--- config.mk ---
export PLATFORM = sky130hd
export DESIGN_NAME = fifo_wr_arbiter_flat
export DESIGN_NICKNAME = d
export VERILOG_FILES = /design/src/rtl/fifo_wr_arbiter_pkg.sv /design/src/rtl/fifo_wr_arbiter_if.sv /design/src/rtl/fifo_wr_arbiter_rr_picker.sv /design/src/rtl/fifo_wr_arbiter.sv /design/src/flat_wrapper.sv
export SDC_FILE = /design/constraint.sdc
export NUM_CORES = 1
export LEC_CHECK = 0
export BUFFER_PORTS_ARGS = -buffer_cell sky130_fd_sc_hd__buf_4
export CORE_MARGIN = 5
export CORE_UTILIZATION = 35
export CTS_BUF_LIST = sky130_fd_sc_hd__clkbuf_8 sky130_fd_sc_hd__clkbuf_16
export DETAILED_ROUTE_END_ITERATION = 7
export GPL_TIMING_DRIVEN = 0
export HOLD_SLACK_MARGIN = 0.06
export PLACE_DENSITY = 0.73
export SYNTH_ARGS = -nofsm -noshare
export SYNTH_HDL_FRONTEND = slang
export SYNTH_SLANG_ARGS = --single-unit
--- constraint.sdc ---
create_clock -name clk -period 2.64 [get_ports clk]
set_input_delay 0.528 -clock clk [delete_from_list [all_inputs] [get_ports clk]]
set_output_delay 0.528 -clock clk [all_outputs]
set_load 0.1 [all_outputs]
--- src/rtl/fifo_wr_arbiter_pkg.sv ---
// Shared types and helpers for the FIFO write-side arbiter.
// Holds the state encoding, the stats counter width and the index-width helper.
package fifo_arb_pkg;

    localparam int STATS_W = 16;

    localparam logic [0:0] ST_IDLE  = 1'b0;
    localparam logic [0:0] ST_BURST = 1'b1;

    typedef enum logic [0:0] {
        IDLE  = ST_IDLE,
        BURST = ST_BURST
    } arb_state_t;

    // A single producer still needs a one-bit index.
    function automatic int idx_w(input int n);
        return (n > 1) ? $clog2(n) : 1;
    endfunction

endpackage

--- src/rtl/fifo_wr_arbiter_if.sv ---
// Producer/FIFO write-port bundle; master is the arbiter side, slave the producers and FIFO.
// Pure wiring: no latency, no storage.
interface fifo_wr_arbiter_if #(
    parameter int N_REQ  = 4,
    parameter int DATA_W = 8
);
    import fifo_arb_pkg::*;

    localparam int OWN_W = idx_w(N_REQ);

    logic [N_REQ-1:0]             req;
    logic [N_REQ-1:0][DATA_W-1:0] wdata;
    logic [N_REQ-1:0]             ack;
    logic                         fifo_full;
    logic                         fifo_w_en;
    logic [DATA_W-1:0]            fifo_data_in;
    logic [OWN_W-1:0]             owner;
    logic                         busy;

    modport master (
        input  req, wdata, fifo_full,
        output ack, fifo_w_en, fifo_data_in, owner, busy
    );

    modport slave (
        output req, wdata, fifo_full,
        input  ack, fifo_w_en, fifo_data_in, owner, busy
    );

endinterface

--- src/rtl/fifo_wr_arbiter_rr_picker.sv ---
// Round-robin picker: lowest requesting index at or after rr_ptr, wrapping.
// Purely combinational; no backpressure.
module rr_picker
    import fifo_arb_pkg::*;
#(
    parameter int N_REQ = 4,
    localparam int IW   = idx_w(N_REQ)
) (
    input  logic [N_REQ-1:0] req,
    input  logic [IW-1:0]    rr_ptr,
    output logic             found,
    output logic [IW-1:0]    idx
);

    int j;

    always_comb begin
        found = 1'b0;
        idx   = '0;
        j     = 0;
        for (int i = 0; i < N_REQ; i++) begin
            j = (int'(rr_ptr) + i) % N_REQ;
            if (!found && req[j[IW-1:0]]) begin
                found = 1'b1;
                idx   = j[IW-1:0];
            end
        end
    end

endmodule

--- src/rtl/fifo_wr_arbiter.sv ---
// Round-robin burst arbiter for one FIFO write port; grant at t+1, up to BURST_MAX words/burst.
// Stalls on fifo_full holding ownership; FIFO_ARB_STATS_EN adds saturating per-producer ack counts.
module fifo_wr_arbiter
    import fifo_arb_pkg::*;
#(
    parameter int N_REQ     = 4,
    parameter int DATA_W    = 8,
    parameter int BURST_MAX = 4
) (
    input  logic                clk,
    input  logic                nrst,
    fifo_wr_arbiter_if.master   bus
`ifdef FIFO_ARB_STATS_EN
    ,
    output logic [N_REQ-1:0][STATS_W-1:0] wr_count
`endif
);

    localparam int IW = idx_w(N_REQ);

    arb_state_t       state;
    logic [IW-1:0]    owner_q;
    logic [IW-1:0]    rr_ptr;
    logic [4:0]       beat_cnt;

    logic             found;
    logic [IW-1:0]    pick;
    logic [N_REQ-1:0] ack;
    logic             owner_req;
    logic             last_beat;
    logic [IW-1:0]    next_ptr;

    rr_picker #(
        .N_REQ (N_REQ)
    ) u_picker (
        .req    (bus.req),
        .rr_ptr (rr_ptr),
        .found  (found),
        .idx    (pick)
    );

    always_comb begin
        owner_req = bus.req[owner_q];
        last_beat = (beat_cnt == 5'(BURST_MAX - 1));
        next_ptr  = (owner_q == IW'(N_REQ - 1)) ? '0 : owner_q + 1'b1;

        // Reset gates the write strobe so an in-flight word is never committed.
        ack = '0;
        if (nrst && (state == BURST) && owner_req && !bus.fifo_full) begin
            ack[owner_q] = 1'b1;
        end
    end

    assign bus.ack          = ack;
    assign bus.fifo_w_en    = |ack;
    assign bus.fifo_data_in = (|ack) ? bus.wdata[owner_q] : '0;
    assign bus.owner        = owner_q;
    assign bus.busy         = (state == BURST);

    always_ff @(posedge clk) begin
        if (!nrst) begin
            state    <= IDLE;
            owner_q  <= '0;
            rr_ptr   <= '0;
            beat_cnt <= '0;
        end else begin
            case (state)
                IDLE: begin
                    if (found) begin
                        owner_q  <= pick;
                        beat_cnt <= '0;
                        state    <= BURST;
                    end
                end
                BURST: begin
                    if (!owner_req || (|ack && last_beat)) begin
                        state  <= IDLE;
                        rr_ptr <= next_ptr;
                    end else if (|ack) begin
                        beat_cnt <= beat_cnt + 5'd1;
                    end
                end
                default: state <= IDLE;
            endcase
        end
    end

`ifdef FIFO_ARB_STATS_EN
    always_ff @(posedge clk) begin
        if (!nrst) begin
            wr_count <= '0;
        end else begin
            for (int i = 0; i < N_REQ; i++) begin
                if (ack[i] && (wr_count[i] != {STATS_W{1'b1}})) begin
                    wr_count[i] <= wr_count[i] + 1'b1;
                end
            end
        end
    end
`endif

endmodule

--- src/flat_wrapper.sv ---
// flat-port wrapper written by rule: the top's interface ports become plain ports
module fifo_wr_arbiter_flat import fifo_arb_pkg::*;
#(
    parameter int N_REQ     = 4,
    parameter int DATA_W    = 8,
    parameter int BURST_MAX = 4
)
  (clk, nrst, bus_req, bus_wdata, bus_fifo_full, bus_ack, bus_fifo_w_en, bus_fifo_data_in, bus_owner, bus_busy);
  fifo_wr_arbiter_if #(.N_REQ(N_REQ), .DATA_W(DATA_W)) bus_i ();
  input  logic clk;
  input  logic nrst;
  input wire logic [$bits(bus_i.req)-1:0] bus_req;
  input wire logic [$bits(bus_i.wdata)-1:0] bus_wdata;
  input wire logic [$bits(bus_i.fifo_full)-1:0] bus_fifo_full;
  output wire logic [$bits(bus_i.ack)-1:0] bus_ack;
  output wire logic [$bits(bus_i.fifo_w_en)-1:0] bus_fifo_w_en;
  output wire logic [$bits(bus_i.fifo_data_in)-1:0] bus_fifo_data_in;
  output wire logic [$bits(bus_i.owner)-1:0] bus_owner;
  output wire logic [$bits(bus_i.busy)-1:0] bus_busy;
  assign bus_i.req = bus_req;
  assign bus_i.wdata = bus_wdata;
  assign bus_i.fifo_full = bus_fifo_full;
  assign bus_ack = bus_i.ack;
  assign bus_fifo_w_en = bus_i.fifo_w_en;
  assign bus_fifo_data_in = bus_i.fifo_data_in;
  assign bus_owner = bus_i.owner;
  assign bus_busy = bus_i.busy;
  fifo_wr_arbiter #(.N_REQ(N_REQ), .DATA_W(DATA_W), .BURST_MAX(BURST_MAX)) u_core (.clk(clk), .nrst(nrst), .bus(bus_i));
endmodule
== After elaboration in Yosys (flattened, before gate mapping) ==
Index checks and enable logic that the tools add are counted.

* Bits of input ports: 39
* Output and inout port bits: 16
* Register bits: 10
* Logic and storage cells: 71

* $add $sub $neg: 5
* Equal/unequal tests: 5
* Bitwise operators: 1
* Mux-type cells: 32
* Reduce and logical (&&, ||, !) cells: 18
* $lt $le $gt $ge: 6

{| class="wikitable"
|+ Operators by type and width
! cell !! number
|-
| $bmux 8 s2 || 1
|-
| $mux 8 || 2
|-
| $lt 2x3->1 const B || 5
|-
| $mux 5 || 3
|-
| $mux 1 || 12
|-
| $bmux 1 s2 || 5
|-
| $mux 2 || 5
|-
| $pmux 5 s2 || 1
|-
| $logic_and 1x1->1 || 8
|-
| $add 5x1->5 const B || 1
|-
| $eq 5x2->1 const B || 1
|-
| $logic_not 1->1 || 5
|-
| $add 2x1->2 const B || 2
|-
| $add 2x2->2 const B || 2
|-
| $mux 4 || 1
|-
| $ne 2x2->1 const B || 2
|-
| $reduce_and 2->1 || 2
|-
| $reduce_or 4->1 || 1
|-
| $reduce_and 3->1 || 1
|-
| $demux 1 s2 || 1
|-
| $eq 2x2->1 const B || 1
|-
| $ge 2x1->1 const B || 1
|-
| $ne 2x1->1 const B || 1
|-
| $pmux 1 s2 || 1
|-
| other kinds (2) || 2
|}

== Longest topological paths before layout ==
* Word-level depth: 14
* Depth in mapped cells: 9
* Depth with buffers taken out: 6

== By module ==
A second synthesis with hierarchy kept.

* Cell total of the unflattened synthesis: 101
* Area total of the unflattened synthesis: 948.4 µm²

{| class="wikitable"
|+ Modules (own cells, without submodules)
! module !! cells each !! instances !! area an instance (µm²) !! seq. area each (µm²)
|-
| fifo_wr_arbiter || 86 || 1 || 870.8 || 200.2
|-
| rr_picker || 15 || 1 || 77.6 || 0.0
|}

== Least setup slack after synthesis ==
No wires, ideal clock.

* Path type: register to output
* Start: register u_core.owner_q[0] (netlist: u_core.bus.owner[0])
* End: output port bus_fifo_data_in[0]
* Buffers on the path: 3
* Data required time: 2.112 ns
* Slack: -1.475 ns
* Arrival: 3.587 ns
* Cell stages (with the launch flop): 9
* Path through: dfxtp_1 buf_1 inv_1 ha_1 or4_1 and3_1 buf_6 buf_2 and2_1

* Cells in the longest elaborated chain, start to end: 7
* Elaborated cells between the ends (all ways): 14
* Classes of those cells: order compare: 2; mux: 8; reduce/logical: 4

{| class="wikitable"
|+ RTL lines
! element !! RTL line !! RTL
|-
| from (decl) || fifo_wr_arbiter.sv:22 || <nowiki>logic [IW-1:0] owner_q;</nowiki>
|-
| from (signal assigned) || fifo_wr_arbiter.sv:70 || <nowiki>owner_q <= pick;</nowiki>
|-
| $lt 2x3->1 (not written as such) (tied with other cells) || fifo_wr_arbiter.sv:50 || <nowiki>ack[owner_q] = 1'b1;</nowiki>
|-
| $logic_and 1x1->1 (not written as such) or $mux 1 (tied branches) || fifo_wr_arbiter.sv:50, fifo_wr_arbiter.sv:43 ||
|-
| $mux 1 (not written as such) or $logic_and 1x1->1 (tied branches) || fifo_wr_arbiter.sv:50, fifo_wr_arbiter.sv:49 ||
|-
| $demux 1 s2 or $logic_and 1x1->1 (tied branches) || n/a ||
|-
| $mux 4 * || fifo_wr_arbiter.sv:49 || <nowiki>if (nrst && (state == BURST) && owner_req && !bus.fifo_full) begin</nowiki>
|-
| $reduce_or 4->1 * || n/a ||
|-
| via bus_fifo_w_en || flat_wrapper.sv:16 || <nowiki>output wire logic [$bits(bus_i.fifo_w_en)-1:0] bus_fifo_w_en;</nowiki>
|-
| $mux 8 * || fifo_wr_arbiter.sv:56 || <nowiki>assign bus.fifo_data_in = (|ack) ? bus.wdata[owner_q] : '0;</nowiki>
|-
| to (decl) || flat_wrapper.sv:17 || <nowiki>output wire logic [$bits(bus_i.fifo_data_in)-1:0] bus_fifo_data_in;</nowiki>
|}

The timed path passes the listed nets; every way through them passes the cells marked *. The select of a mux whose other input is x is not followed.

== Worst setup path after layout ==
* Start: register u_core.owner_q[1] (netlist: u_core.bus.owner[1])
* End: output port bus_fifo_data_in[0]

* Cells in the longest elaborated chain, start to end: 7
* Elaborated cells between the ends (all ways): 14
* Classes of those cells: order compare: 2; mux: 8; reduce/logical: 4

{| class="wikitable"
|+ RTL lines
! element !! RTL line
|-
| $lt 2x3->1 (not written as such) (tied with other cells) || fifo_wr_arbiter.sv:50
|-
| $logic_and 1x1->1 (not written as such) or $mux 1 (tied branches) || fifo_wr_arbiter.sv:50, fifo_wr_arbiter.sv:43
|-
| $mux 1 (not written as such) or $logic_and 1x1->1 (tied branches) || fifo_wr_arbiter.sv:50, fifo_wr_arbiter.sv:49
|-
| $demux 1 s2 or $logic_and 1x1->1 (tied branches) || n/a
|-
| $mux 4 || fifo_wr_arbiter.sv:49
|-
| $reduce_or 4->1 || fifo_wr_arbiter.sv:56
|-
| $mux 8 * || fifo_wr_arbiter.sv:56
|}

Every way passes the cells marked *; elsewhere a longest branch is shown, timed or not. The select of a mux whose other input is x is not followed.

==> impl_metrics.ini <==
[drt]
drt-met1-wl_mm = 1.164
postRouteAntennaNets = 0
route.met2.wl_mm = 1.578
firstDrtPassIters = 4
wirelength_mm = 3.180
wl_met3_microns = 406
vias = 1069
via_per_inst = 5.717
route.detailed.drc = 0
wl_per_cell_microns = 17.01
drtIter0Drc = 40
top_layer = met4

[cts]
cts_tree = yes
cts_hold_buf = 0
cts.sinks = 10
cts_buffers = 3
clkLatencyLatePin_ns = 0.24
cts-htree-levels = 1
clk_path_buf_depth = 2
cts-root-buf = clkbuf_8
path_clk_slew_ns = 0.05

[sta]
finalSetupViolCount = 0
worst_slew_pin_slew_ns = 0.5958
slew_viol_final = 0
worst_slack_ns = 0.08090
rsz0062_at_grt = false
fin_crit_sh_pct = 96.94
slew_headroom_pct = 59.91
fin_setup_tns_ns = 0
worst_clock_skew_ns = 0.008360
max_freq_mhz = 390.8
fin_crit_ns = 2.559
hold_viol = 0

[power_and_ir_drop]
clockPowerShare_pct = 27.8
ir_drop_uv = 416.8
sw_frac_of_total_pct = 33.72
p_leak_uw = 0.0007531
power_density_mw_per_mm2 = 349.9
p_int_uw = 378.1
seq_power_share_pct = 29.4
p_comb_share_pct = 42.8
p_sw_uw = 192.4

[synth]
synth.top_cell.area_share_pct = 22.10
yosysWarnings = 0
yosysTopAreaCell = mux4_2
synth.distinct_cells = 32
synth_area_sq_um = 917.1
syn_avg_cell_area_sq_um = 9.553
synth_area_leaders = mux4_2 22%, dfxtp_1 22%, ha_1 6.8%
ys_ff_latch = 10
synthCells = 96
synth_nets = 140
ys_seq_area_share_pct = 21.83

[worst_setup_path]
rrSetupSlack_ns = 0.42
cp.required_ns = 2.11
cp.arrival_ns = 2.03
regToRegStartpoint = u_core.bus.owner[1]
critPathKind = flip-flop to output pin
timing.rr.end = u_core.beat_cnt[4]
crit_path_end_kind = output pin
crit_path_start_kind = flip-flop
reg2reg_depth = 9
worstPathMaxFanout = 11

[placed_design]
place_congestion = 0.7943
post-place-ws_ns = 0.03196
placed_area_sq_mm = 0.001453
portBuffers = 53
post-dp-hpwl_mm = 2.333

[finish]
final_common_cell = buf_4
drive_gt1_share_pct = 56.69
area_delta_synth_final_pct = 77.76
antennaDiodeCount = 0
mostFrequentLayoutCells = 49 x buf_4, 9 x mux4_2, 8 x buf_12, 8 x and2_4
fin_nets = 202
final_cell_area_sq_mm = 0.001630

[run_status]
status = finished, final reports clean

[floorplan]
start_util_pct = 36.69
die_area_sq_mm = 0.003744
die_w_microns = 61.19
fp.dieH_microns = 61.19
num_rows = 18
core_sq_mm = 0.002500
io_pins = 55

[grt]
grt_pass1_wl_mm = 4.705
grt_pass1_vias = 1023
grt_overflow_total = 0
grt_usage_pct = 16.71
grt_antenna_before_repair = 0
grt_max_degree = 12

[worst_hold_path]
hold_start = u_core.rr_ptr[0]
holdPathStages = 2
hp-class = flip-flop to flip-flop
hold_end = u_core.rr_ptr[0]

[job]
drv_cap = 0
[routing by layer]
metal | global-route usage (%) | vias to the layer above
met5 | 0 | -
met4 | 4.644 | 0
met3 | 3.564 | 5
met2 | 31.42 | 57
met1 | 18.75 | 505
li1 | - | 502
[state kept, by name, summed over array words and instances, names as in the netlist]
register / flops
u_core.beat_cnt: 5
u_core.bus.owner: 2
u_core.rr_ptr: 2
u_core.bus.busy: 1
[synthesized netlist by cell type]
library cell  instances
a211o_1               2
a211oi_1              2
a21o_1                1
a21oi_1               3
a311oi_1              2
a41o_1                4
a41oi_1               2
and2_1                9
and3_1                6
and3b_1               1
buf_1                 2
buf_2                 1
buf_6                 1
clkbuf_1              1
dfxtp_1              10
ha_1                  5
inv_1                 8
mux2i_1               2
mux4_2                9
nand2_1               7
nand3_1               1
nand4_1               1
nor2_1                4
nor2b_1               1
nor3_1                1
nor4_1                2
o21ai_1               1
o221ai_1              2
o311ai_0              1
o41ai_1               1
or4_1                 2
or4b_1                1
[layout make-up]
cell class	count	area (sq um)
Clock buffer	3	41.29
Multi-Input combinational cell	73	706.9
Fill cell	197	869.6
Inverter	8	37.54
Timing Repair Buffer	58	534.3
Clock inverter	1	3.754
Sequential cell	10	209.0
Tap cell	30	37.54
Buffer	4	60.06
[worst max-delay path by stage]
stage               depth (start not counted)                   to                 from  slack [ns]
floorplan                                   8  bus_fifo_data_in[0]  u_core.bus.owner[0]       -0.06
global placement                            9  bus_fifo_data_in[0]  u_core.bus.owner[0]        0.02
detailed placement                          9  bus_fifo_data_in[0]  u_core.bus.owner[0]        0.03
CTS                                         8  bus_fifo_data_in[0]  u_core.bus.owner[1]        0.09
global route                                8  bus_fifo_data_in[0]  u_core.bus.owner[1]        0.04
finish                                      8  bus_fifo_data_in[0]  u_core.bus.owner[1]        0.08
[power groups by stage]
stage / sequential (uW) / combinational (uW) / clock, uW
2_1_floorplan: 196 / 123 / 0
3_3_place_gp: 172 / 218 / 0
3_5_place_dp: 173 / 222 / 0
4_1_cts: 167 / 244 / 159
5_1_grt: 168 / 259 / 169
6_report: 168 / 244 / 158
[critical path: stages (launching register included)]
cell       delay, ns
dfxtp_4         0.35
clkbuf_16       0.13
inv_4           0.03
ha_4            0.15
or4_1           0.51
and3_1          0.17
buf_6           0.14
and2_4          0.15
buf_12          0.16
[kinds of logic after synthesis]
| kind of cell | share of synthesized area (%) |
|---|---|
| AND/OR/NAND/NOR | 22.24 |
| AO/OA/AOI/OAI | 18.55 |
| buffers and inverters | 6.275 |
| multiplexers | 24.28 |
| flip-flops | 21.83 |
| adder cells (fa/ha/maj) | 6.821 |
[timing repair]
item	CTS	global route
setup endpoints to repair	9	0
setup buffers	5	0
gates resized for setup	26	0
[stage by stage]
| step | utilization, % | hold slack [ns] | cells | total power [uW] |
|---|---|---|---|---|
| after floorplan | - | 0.4551 | 96 | 319.0 |
| after global placement | 58.11 | 0.4751 | 179 | 389.8 |
| after detailed placement | 58.11 | 0.4909 | 179 | 395.1 |
| after CTS | 65.22 | 0.5006 | 187 | 570.1 |
| after global routing | 65.22 | 0.5248 | 187 | 596.3 |
| final | 65.22 | 0.5082 | 187 | 570.4 |
No activity file was read; power rests on OpenSTA's default activity.
